[config.mk]
export PLATFORM = sky130hd
export DESIGN_NAME = onehot_seq_gen
export DESIGN_NICKNAME = d
export VERILOG_FILES = /design/src/rtl/onehot_seq_gen.sv
export SDC_FILE = /design/constraint.sdc
export NUM_CORES = 1
export LEC_CHECK = 0
export CORE_ASPECT_RATIO = 1.2
export CORE_MARGIN = 3
export CORE_UTILIZATION = 57
export DETAILED_ROUTE_END_ITERATION = 10
export PLACE_DENSITY = 0.82
export SYNTH_ARGS = -nofsm -noshare
export SYNTH_HDL_FRONTEND = slang
export SYNTH_SLANG_ARGS = --single-unit
[constraint.sdc]
create_clock -name clk -period 3.18 [get_ports clk]
set_clock_uncertainty 0.2 [all_clocks]
set_input_delay 0.318 -clock clk [delete_from_list [all_inputs] [get_ports clk]]
set_output_delay 0.318 -clock clk [all_outputs]
set_load 0.05 [all_outputs]
[src/rtl/onehot_seq_gen.sv]
// Command-driven one-hot vector generator: emits cmd_len one-hot beats starting at cmd_idx,
// rotating one position per accepted beat. Define ONEHOT_SEQ_GEN_BOUNCE_EN for ping-pong edges.
module onehot_seq_gen #(
  parameter int DATA_WIDTH = 32,
  parameter int IDX_WIDTH  = 5,
  parameter int LEN_WIDTH  = 8
) (
  input  logic                  clk,
  input  logic                  resetn,
  input  logic                  cmd_valid,
  output logic                  cmd_ready,
  input  logic [IDX_WIDTH-1:0]  cmd_idx,
  input  logic [LEN_WIDTH-1:0]  cmd_len,
  input  logic                  cmd_dir,
  output logic                  out_valid,
  input  logic                  out_ready,
  output logic [DATA_WIDTH-1:0] dout,
  output logic                  out_last,
  output logic                  err
);

  typedef enum logic {IDLE, RUN} state_t;

  localparam logic [DATA_WIDTH-1:0] ONE_VEC = DATA_WIDTH'(1);

  state_t                state;
  logic [LEN_WIDTH-1:0]  remaining;
  logic                  dir;
  logic                  cmd_fire;
  logic                  beat_fire;
  logic                  cmd_bad;
  logic [DATA_WIDTH-1:0] next_vec;
  logic                  next_dir;

  function automatic logic [DATA_WIDTH-1:0] rot_left(input logic [DATA_WIDTH-1:0] v);
    return {v[DATA_WIDTH-2:0], v[DATA_WIDTH-1]};
  endfunction

  function automatic logic [DATA_WIDTH-1:0] rot_right(input logic [DATA_WIDTH-1:0] v);
    return {v[0], v[DATA_WIDTH-1:1]};
  endfunction

  assign cmd_ready = (state == IDLE);
  assign cmd_fire  = cmd_valid & cmd_ready;
  assign beat_fire = out_valid & out_ready;
  assign cmd_bad   = (32'(cmd_idx) >= 32'(DATA_WIDTH)) || (cmd_len == '0);

  always_comb begin
    next_vec = dout;
    next_dir = dir;
`ifdef ONEHOT_SEQ_GEN_BOUNCE_EN
    // Hitting an edge reflects the hot bit and reverses travel for the rest of the command.
    if (!dir && dout[DATA_WIDTH-1]) begin
      next_vec = rot_right(dout);
      next_dir = 1'b1;
    end else if (dir && dout[0]) begin
      next_vec = rot_left(dout);
      next_dir = 1'b0;
    end else begin
      next_vec = dir ? rot_right(dout) : rot_left(dout);
    end
`else
    next_vec = dir ? rot_right(dout) : rot_left(dout);
`endif
  end

  always_ff @(posedge clk or negedge resetn) begin
    if (!resetn) begin
      state     <= IDLE;
      dout      <= '0;
      out_valid <= 1'b0;
      out_last  <= 1'b0;
      err       <= 1'b0;
      remaining <= '0;
      dir       <= 1'b0;
    end else begin
      err <= 1'b0;
      case (state)
        IDLE: begin
          if (cmd_fire) begin
            if (cmd_bad) begin
              err <= 1'b1;
            end else begin
              dout      <= ONE_VEC << cmd_idx;
              remaining <= cmd_len;
              dir       <= cmd_dir;
              out_valid <= 1'b1;
              out_last  <= (cmd_len == LEN_WIDTH'(1));
              state     <= RUN;
            end
          end
        end
        RUN: begin
          if (beat_fire) begin
            if (remaining == LEN_WIDTH'(1)) begin
              state     <= IDLE;
              dout      <= '0;
              out_valid <= 1'b0;
              out_last  <= 1'b0;
              remaining <= '0;
            end else begin
              remaining <= remaining - LEN_WIDTH'(1);
              dout      <= next_vec;
              dir       <= next_dir;
              out_last  <= (remaining == LEN_WIDTH'(2));
            end
          end
        end
        default: state <= IDLE;
      endcase
    end
  end

endmodule
==> qor.yml, run 1 <==
outcome:
  outcome: "complete, but fails checks"
  violations: "hold timing"
power_and_ir_drop:
  p_sw_share_pct: 49.8
  p_leak_nw: 1.31
  p_per_area_nw_per_um2: 1120
  p_clk_share_pct: 9.1
  p_sw_mw: 1.95
  p_comb_share_pct: 63.6
  irDropWorstVdd_mv: 0.728
  p_total_mw: 3.92
  intPower_mw: 1.96
  seqPwrFrac_pct: 27.4
global_route:
  grt-busiest-layer: "met2"
  track_usage_pct: 26.4
  grt_max_degree: 46
  grt_pass1_vias: 2557
  grt_util_met3_pct: 3.49
  grt_pass1_wl_microns: 12800
  grtUsageMet1_pct: 35.5
  use_met2_pct: 43.8
  antenna_found_initial: 0
  grt_overflow: 0
final_layout:
  syn_to_final_growth_pct: 21.3
  layout_commonest_cell: "clkdlybuf4s50_1"
  mostFrequentLayoutCells: "clkdlybuf4s50_1 (52), dfrtp_1 (45), nor3_1 (41), mux2_2 (33), a21oi_2 (28)"
  multi_input_area_sq_um: 1610
  diodes: 0
  n_fill_cell: 358
  utilization_pct: 74.2
  fin_area_sq_um: 3510
  nNetsFinal: 350
  layout-drive-gt1-share_pct: 26.7
  seqCellArea_sq_um: 1130
placement:
  io_buffers: 53
  gp_congestion: 0.776
  dp_hpwl_microns: 5110
  place_area_sq_um: 3430
  place_ws_ns: 0.596
die:
  die_h_microns: 84.0
  die_area_sq_um: 5970
  die_w_microns: 71.0
  floorplan.initialDensity_pct: 61.1
  fp-row-count: 27
  coreArea_sq_um: 4730
  ios: 54
clock_network:
  cts.sinks: 45
  cts_tree: "done"
  cts.path.max_buffers: 2
  cts_buffers: 5
  htreeDepth: 2
  cts_hold_buf: 0
  post_cts_resized: 0
  clkTransAtPathRegs_ns: 0.09
  clk_latency_ns: 0.31
  postCtsSetupBuffers: 0
  cts_root_buf: "clkbuf_8"
job:
  drv_cap: 0
detailed_routing:
  vias_per_cell: 6.62
  drc: 0
  dr.pass1.iters: 6
  drt_wl_total_microns: 7590
  antenna_left: 0
  wl_per_cell_microns: 19.6
  via_count: 2567
  drt_iter0_markers: 221
timing:
  tightest_slew_ns: 1.01
  finalHoldViolCount: 34
  hold_slack_ns: -0.0291
  post-route-period-util_pct: 78.1
  maxSlewViolCount: 0
  tns_ns: 0
  fin_ws_ns: 0.695
  rsz0062_at_grt: "no"
  finalCriticalPeriod_ns: 2.48
  max-slew-margin-rel_pct: 32.4
  setup_viol: 0
  max_clock_freq_mhz: 402
critical_path:
  setup.worst_path.end_class: "primary output"
  required_ns: 2.66
  startpoint_type: "register"
  crit_fanout: 16
  crit_type: "register to primary output"
  cp.arrival_ns: 1.97
synth:
  synth_seq_area_share_pct: 38.9
  ys_warn_count: 0
  postSynthAreaPerCell_sq_um: 10.0
  syn_area_sq_um: 2890
  synth_cells: 288
  ys_types: 37
  ys_ff_latch: 45
  syn_nets: 309
min_path:
  hold_class: "primary input to async pin"
-- cell families after synthesis --
family / after synthesis / synth area share (%)
and+or+nand+nor: 83 / 15.9
buffers and inverters: 34 / 5.67
AOI/OAI and AO/OA: 90 / 25.3
DFF: 45 / 38.9
adders and majority gates: 3 / 1.30
muxes: 33 / 12.9
-- synth_stat cells --
master	instances	area [sq um]
a2111oi_0	1	8.76
dfrtp_1	45	1130
a41oi_2	1	16.3
nor3b_1	2	15.0
a31oi_2	2	25.0
nor4_4	2	42.5
ha_1	3	37.5
inv_2	1	3.75
nand2_1	10	37.5
a2bb2oi_1	1	8.76
a22o_1	2	17.5
buf_6	4	45.0
a21oi_2	29	254
o2bb2ai_1	7	61.3
nor2b_1	4	25.0
a31oi_1	5	31.3
nor2_1	8	30.0
mux2_2	33	372
nand2b_1	3	18.8
or2_1	1	6.26
a21oi_1	2	10.0
nand4_1	6	37.5
inv_1	5	18.8
a211o_1	1	8.76
nor4_1	1	6.26
a22oi_1	20	150
o21ai_1	2	10.0
or3_1	1	6.26
buf_2	5	25.0
o22ai_1	3	18.8
nor3_1	41	205
or3b_2	1	8.76
o21ai_0	3	15.0
clkbuf_1	19	71.3
and3b_1	1	8.76
a32oi_1	11	96.3
and2_1	2	12.5
-- power by group through the flow --
stage | registers (mW) | clock network, mW | logic [mW]
2_1_floorplan | 1.63 | 0 | 1.29
3_3_place_gp | 1.07 | 0 | 2.45
3_5_place_dp | 1.08 | 0 | 2.49
4_1_cts | 1.07 | 0.362 | 2.50
5_1_grt | 1.11 | 0.389 | 2.66
6_report | 1.07 | 0.355 | 2.49
-- metrics by stage --
stage               cells  hold slack [ns]
floorplan             288           -0.178
global placement      380            0.296
detailed placement    380            0.328
CTS                   388           0.0156
global route          388           0.0460
finish                388          -0.0291
-- layout make-up --
| cell class | instances | share of cell area, % |
|---|---|---|
| Timing Repair Buffer | 62 | 16.9 |
| Clock inverter | 2 | 0.285 |
| Tap cell | 58 | 2.07 |
| Inverter | 6 | 0.642 |
| Multi-Input combinational cell | 209 | 45.9 |
| Sequential cell | 45 | 32.1 |
| Clock buffer | 6 | 2.07 |
-- final timing paths --
kind,startpoint,end,slack [ns],depth (start not counted)
hold / removal,resetn,err$_DFF_PN0_,-0.03,1
hold reg to reg,remaining[3]$_DFFE_PN0P_,remaining[3]$_DFFE_PN0P_,0.35,1
min in group clk,remaining[3]$_DFFE_PN0P_,remaining[3]$_DFFE_PN0P_,0.35,1
setup reg to reg,state$_DFF_PN0_,dout[15]$_DFFE_PN0P_,0.99,5
setup / recovery,state$_DFF_PN0_,cmd_ready,0.70,2
max in group asynchronous,resetn,dout[7]$_DFFE_PN0P_,2.17,1
-- worst max-delay path: stages, from the launching register on --
cell             delay, ns
dfrtp_1               0.51
inv_2                 0.28
clkdlybuf4s50_1       0.86
-- registers in the layout, indices dropped and copies added (netlist names) --
register   cells
err            1
out_last       1
dout          32
state          1
dir            1
remaining      8
out_valid      1
-- routing by layer --
metal	wire length, microns	vias to the layer above	share of wire (%)
met4	99	0	1.3
met3	391	12	5.2
met1	3180	1280	42
li1	-	1184	-
met5	0	-	0
met2	3920	91	52
(Power assumes the default switching activity.)
==> run 2: changes to the inputs <==
--- a/config.mk
+++ b/config.mk
@@ -7,9 +7,9 @@
 export LEC_CHECK = 0
 export CORE_ASPECT_RATIO = 1.2
 export CORE_MARGIN = 3
-export CORE_UTILIZATION = 57
+export CORE_UTILIZATION = 53
 export DETAILED_ROUTE_END_ITERATION = 10
-export PLACE_DENSITY = 0.82
+export PLACE_DENSITY = 0.77
 export SYNTH_ARGS = -nofsm -noshare
 export SYNTH_HDL_FRONTEND = slang
 export SYNTH_SLANG_ARGS = --single-unit
==> constraint.sdc (replaced) <==
create_clock -name clk -period 2.6 [get_ports clk]
set_clock_uncertainty 0.2 [all_clocks]
set_input_delay 0.26 -clock clk [delete_from_list [all_inputs] [get_ports clk]]
set_output_delay 0.26 -clock clk [all_outputs]
set_load 0.05 [all_outputs]
==> run 2 against run 1 <==
Net effect:
- power grew 24%
- clock power rose by 25%
- routed wire length up 1.9%
- the run now ends clean
- highest routed layer unchanged
- via count increased by 1.9%
- setup slack worse by 0.53 ns
- register-to-register slack worse by 0.56 ns
- critical path type unchanged
==> qor.yml, run 2 (synthesis gave the netlist of run 1 again) <==
power_and_ir_drop:
  p_total_mw: 4.85  # was 3.92 mW
  p_per_area_nw_per_um2: 1360  # was 1120 nW/um^2
  p_leak_nw: 1.35  # was 1.31 nW
  irDropWorstVdd_mv: 0.758  # was 0.728 mV
detailed_routing:
  wl_met3_microns: 484  # was 391 microns
  dr.pass1.iters: 4  # was 6
  drt_iter0_markers: 186  # was 221
  drc: 0  # unchanged
  antenna_left: 0  # unchanged
  top_layer_used: "met4"  # unchanged
  dr_wl_met2_microns: 3820  # was 3920 microns
  via_count: 2615  # was 2567
  drt_wl_total_microns: 7730  # was 7590 microns
  wl_per_cell_microns: 19.4  # was 19.6 microns
  wl_met1_microns: 3250  # was 3180 microns
  vias_per_cell: 6.57  # was 6.62
final_layout:
  syn_to_final_growth_pct: 23.7  # was 21.3%
  layout.cells.non_filler: 398  # was 388
  fin_area_sq_um: 3580  # was 3510 sq um
  top_register: "dout"  # unchanged
  mostFrequentLayoutCells: "clkdlybuf4s50_1 (52), dfrtp_1 (45), nor3_1 (41), mux2_2 (33), a21oi_2 (28)"  # unchanged
  diodes: 0  # unchanged
  layout_commonest_cell: "clkdlybuf4s50_1"  # unchanged
  largest_reg_flops: 32  # unchanged
  layout-drive-gt1-share_pct: 28.4  # was 26.7%
  utilization_pct: 69.9  # was 74.2%
  reg_top3: "dout (32), remaining (8)"  # unchanged
  nNetsFinal: 358  # was 350
clock_network:
  clkTransAtPathRegs_ns: 0.09  # about the same
  cts_buffers: 5  # unchanged
  postCtsSetupBuffers: 0  # unchanged
  cts_root_buf: "clkbuf_8"  # unchanged
  cts_tree: "done"  # unchanged
  clk_latency_ns: 0.31  # about the same
  cts.sinks: 45  # unchanged
  htreeDepth: 2  # unchanged
  cts.path.max_buffers: 2  # unchanged
die:
  die_h_microns: 86.9  # was 84.0 microns
  floorplan.initialDensity_pct: 56.5  # was 61.1%
  ios: 54  # unchanged
  fp-row-count: 28  # was 27
  die_area_sq_um: 6380  # was 5970 sq um
  die_w_microns: 73.4  # was 71.0 microns
  coreArea_sq_um: 5110  # was 4730 sq um
outcome:
  outcome: "finished, final reports clean"  # was complete, but fails checks
global_route:
  grt_max_degree: 37  # was 46
  antenna_found_initial: 0  # unchanged
  track_usage_pct: 25.2  # was 26.4%
  grt_pass1_wl_microns: 12600  # was 12800 microns
  grt_overflow: 0  # unchanged
  grt_pass1_vias: 2524  # was 2557
critical_path:
  cp.arrival_ns: 1.97  # about the same
  regToRegStartpoint: "remaining[0]$_DFFE_PN0P_"  # was state$_DFF_PN0_
  cpPeakStageDelay_ns: 0.86  # about the same
  worstPathBufferInverterCount: 2  # unchanged
  critPathTopFamily: "buffers and inverters"  # unchanged
  ff2ff_setup_slack_ns: 0.43  # was 0.99 ns
  required_ns: 2.14  # was 2.66 ns
  crit_fanout: 16  # unchanged
  cp_cell_sequence: "inv_2 > clkdlybuf4s50_1"  # unchanged
  startpoint_type: "register"  # unchanged
  timing.rr.end: "remaining[6]$_DFFE_PN0P_"  # was dout[15]$_DFFE_PN0P_
  r2r_cells: 6  # was 5
  setup.worst_path.end_class: "primary output"  # unchanged
  crit_path_top_delay_cell: "clkdlybuf4s50_1"  # unchanged
  crit_type: "register to primary output"  # unchanged
timing:
  tns_ns: 0  # unchanged
  tightest_slew_ns: 0.518  # was 1.01 ns
  post-route-period-util_pct: 93.5
  finalHoldViolCount: 0  # was 34
  setup_viol: 0  # unchanged
  max-slew-margin-rel_pct: 65.2  # was 32.4%
  maxSlewViolCount: 0  # unchanged
  finalCriticalPeriod_ns: 2.43
  max_clock_freq_mhz: 411
  rsz0062_at_grt: "no"  # unchanged
placement:
  place_inst: 389  # was 380
  gp_congestion: 0.799  # was 0.776
  place_area_sq_um: 3480  # was 3430 sq um
  dp_hpwl_microns: 5270  # was 5110 microns
  io_buffers: 53  # unchanged
min_path:
  hold_class: "primary input to async pin"  # unchanged
job:
  drv_cap: 0  # unchanged
-- run 2: changes by cell type in the layout (fill, tap and decap cells not counted), sizes merged --
cell         previous run  this run
buf                    10        17
dlygate4sd3             0         1
clkbuf                  6         5
clkinvlp                0         1
-- run 2: timing repair --
| action | in CTS | in global routing |
|---|---|---|
| hold buffers | 1 | 0 |
| gates resized for setup | 0 | 0 |
| endpoints found under the hold margin | 19 | 0 |
-- run 2: worst reg2reg max path: stages (launching register included) --
cell	delay, ns
dfrtp_1	0.43
inv_1	0.12
ha_1	0.21
or3b_2	0.50
a2111oi_0	0.38
a21oi_1	0.09
o2bb2ai_1	0.16
-- run 2: how the worst max path moves through the flow --
stage	from	end	slack (ns)	cells past startpoint
after CTS	state$_DFF_PN0_	cmd_ready	0.17	2
after global routing	state$_DFF_PN0_	cmd_ready	0.10	2
after floorplan	out_valid$_DFFE_PN0P_	remaining[3]$_DFFE_PN0P_	0.70	5
after detailed placement	cmd_len[6]	remaining[0]$_DFFE_PN0P_	0.24	6
after global placement	cmd_len[6]	dout[31]$_DFFE_PN0P_	0.30	6
final	state$_DFF_PN0_	cmd_ready	0.17	2
-- run 2: report_power, final --
| group | switching (mW) | leakage (nW) | internal, mW |
|---|---|---|---|
| Sequential | 0.319 | 0.490 | 0.995 |
| Combinational | 1.84 | 0.818 | 1.25 |
| Clock | 0.259 | 0.0439 | 0.186 |
-- run 2: cell type report --
cell class,instances,area (sq um)
clock buffers,5,68.8
clock inverters,3,17.5
fillers,427,1540
inverters,6,22.5
multi-input cells,209,1610
flip-flops and latches,45,1130
well taps,60,75.1
repair buffers,70,656
-- run 2: metal layers --
layer  GRT usage, %  vias up
met2           41.0      114
met1           33.8     1285
li1               -     1200
met5              0        -
met4           8.24        0
met3           4.62       16
-- run 2: stage by stage --
step,setup slack (ns),hold slack [ns]
after floorplan,0.697,-0.236
after global placement,0.297,0.0356
after detailed placement,0.235,0.0415
after CTS,0.169,0.241
after global routing,0.104,0.266
final,0.169,0.229
==> run 3: changes to the inputs <==
--- a/config.mk
+++ b/config.mk
@@ -7,9 +7,9 @@
 export LEC_CHECK = 0
 export CORE_ASPECT_RATIO = 1.2
 export CORE_MARGIN = 3
-export CORE_UTILIZATION = 53
+export CORE_UTILIZATION = 35
 export DETAILED_ROUTE_END_ITERATION = 10
-export PLACE_DENSITY = 0.77
+export PLACE_DENSITY = 0.53
 export SYNTH_ARGS = -nofsm -noshare
 export SYNTH_HDL_FRONTEND = slang
 export SYNTH_SLANG_ARGS = --single-unit
==> run 3 against run 2 <==
Net effect:
- hold slack lost 0.042 ns
- die area up 47%
- setup slack gained 0.12 ns
- fmax is 5.0% higher
- flip-flop and latch count stayed put
- via count shrank 2.9%
- sequential share of layout area is 0.88 points lower
- final cell count grew 9.3%
- clock power grew 2%
- count of clock-buffer cells in the layout did not move
- routed wire length up 9.7%
- utilization decreased by 23 points
- largest cell class unchanged
==> qor.yml, run 3 (synthesis gave the netlist of run 1 again) <==
outcome:
  outcome: "finished, final reports clean"  # unchanged
detailed_routing:
  drt_iter0_markers: 122  # was 186
  wl_per_cell_microns: 19.5  # was 19.4 microns
  vias_per_cell: 5.84  # was 6.57
  drt_wl_total_microns: 8480  # was 7730 microns
  via_count: 2540  # was 2615
  antenna_left: 0  # unchanged
  drc: 0  # unchanged
  dr.pass1.iters: 4  # unchanged
die:
  die_area_sq_um: 9390  # was 6380 sq um
  fp-row-count: 35  # was 28
  ios: 54  # unchanged
  die_h_microns: 106  # was 86.9 microns
  coreArea_sq_um: 7840  # was 5110 sq um
  die_w_microns: 89.0  # was 73.4 microns
  floorplan.initialDensity_pct: 36.9  # was 56.5%
timing:
  finalCriticalPeriod_ns: 2.32  # was 2.43 ns
  post-route-period-util_pct: 89.1  # was 93.5%
  setup_viol: 0  # unchanged
  rsz0062_at_grt: "no"  # unchanged
  tightest_slew_ns: 0.514  # was 0.518 ns
  max-slew-margin-rel_pct: 65.6  # was 65.2%
  max_clock_freq_mhz: 432  # was 411 MHz
  maxSlewViolCount: 0  # unchanged
  tns_ns: 0  # unchanged
  finalHoldViolCount: 0  # unchanged
job:
  drv_cap: 0  # unchanged
global_route:
  grt_pass1_wl_microns: 14000  # was 12600 microns
  grt_overflow: 0  # unchanged
  track_usage_pct: 18.8  # was 25.2%
  antenna_found_initial: 0  # unchanged
  grt_pass1_vias: 2633  # was 2524
  grt_max_degree: 37  # unchanged
min_path:
  hold_class: "primary input to async pin"  # unchanged
power_and_ir_drop:
  p_leak_nw: 1.39  # was 1.35 nW
  irDropWorstVdd_mv: 0.556  # was 0.758 mV
  p_per_area_nw_per_um2: 1330  # was 1360 nW/um^2
critical_path:
  crit_path_top_delay_cell: "clkdlybuf4s50_1"  # unchanged
  cp_cell_sequence: "inv_2 > clkdlybuf4s50_1"  # unchanged
  r2r_cells: 6  # unchanged
  required_ns: 2.14  # about the same
  startpoint_type: "register"  # unchanged
  crit_fanout: 16  # unchanged
  setup.worst_path.end_class: "primary output"  # unchanged
  cp.arrival_ns: 1.86  # was 1.97 ns
  ff2ff_setup_slack_ns: 0.46  # was 0.43 ns
  cpPeakStageDelay_ns: 0.86  # about the same
  crit_type: "register to primary output"  # unchanged
clock_network:
  post_cts_resized: 0  # unchanged
  cts_buffers: 5  # unchanged
  clkTransAtPathRegs_ns: 0.10  # was 0.09 ns
  cts_tree: "done"  # unchanged
  cts.sinks: 45  # unchanged
  htreeDepth: 2  # unchanged
  cts_hold_buf: 1  # unchanged
  cts_root_buf: "clkbuf_8"  # unchanged
  postCtsSetupBuffers: 0  # unchanged
  clk_latency_ns: 0.31  # about the same
  cts.path.max_buffers: 2  # unchanged
final_layout:
  mostFrequentLayoutCells: "clkdlybuf4s50_1 (52), dfrtp_1 (45), nor3_1 (41), mux2_2 (33), a21oi_2 (28)"  # unchanged
  utilization_pct: 46.9  # was 69.9%
  layout.cells.non_filler: 435  # was 398
  layout_commonest_cell: "clkdlybuf4s50_1"  # unchanged
  top_register: "dout"  # unchanged
  diodes: 0  # unchanged
  syn_to_final_growth_pct: 27.3  # was 23.7%
  layout-drive-gt1-share_pct: 29.4  # was 28.4%
  nNetsFinal: 363  # was 358
  reg_top3: "dout (32), remaining (8)"  # unchanged
  largest_reg_flops: 32  # unchanged
placement:
  gp_congestion: 0.782  # was 0.799
  dp_hpwl_microns: 5760  # was 5270 microns
  io_buffers: 53  # unchanged
  place_inst: 426  # was 389
run 3: through the flow:
stage | setup WS, ns | area (sq um) | total power, mW | hold WS (ns)
floorplan | 0.697 | 2890 | 3.57 | -0.236
global placement | 0.272 | 3580 | 4.45 | 0.00772
detailed placement | 0.214 | 3580 | 4.47 | 0.00743
CTS | 0.275 | 3680 | 4.94 | 0.208
global route | 0.212 | 3680 | 5.21 | 0.226
finish | 0.284 | 3680 | 4.89 | 0.187
run 3: layer usage:
metal / wire (microns) / vias up / global-route usage (%) / part of all wire [%]
met5: 0 / - / 0 / 0
met4: 108 / 0 / 4.47 / 1.3
met3: 343 / 9 / 3.44 / 4.0
met2: 4140 / 72 / 30.5 / 49
met1: 3880 / 1246 / 25.8 / 46
li1: - / 1213 / - / -
run 3: final timing paths:
| path | startpoint | to |
|---|---|---|
| max in group asynchronous | resetn | dout[8]$_DFFE_PN0P_ |
| worst min register to register | remaining[6]$_DFFE_PN0P_ | remaining[6]$_DFFE_PN0P_ |
| worst max-delay path | state$_DFF_PN0_ | cmd_ready |
| min in group clk | remaining[6]$_DFFE_PN0P_ | remaining[6]$_DFFE_PN0P_ |
| worst max register to register | remaining[0]$_DFFE_PN0P_ | remaining[6]$_DFFE_PN0P_ |
| worst min-delay path | resetn | out_valid$_DFFE_PN0P_ |
run 3: cell type report:
cell class,instances,area [sq um]
well taps,92,115
repair buffers,75,718
clock buffers,5,68.8
multi-input cells,209,1610
flip-flops and latches,45,1130
inverters,6,22.5
clock inverters,3,17.5
fillers,767,4160
run 3: worst max-delay path: cells and delay by family, from the launching register on:
kind	cells	cell delay, ns
buf+inv	2	1.11
flops	1	0.43
run 3: report_power, final:
part / internal [mW] / switching (mW)
clock network: 0.186 / 0.267
logic: 1.28 / 1.84
registers: 0.995 / 0.324
total: 2.46 / 2.43
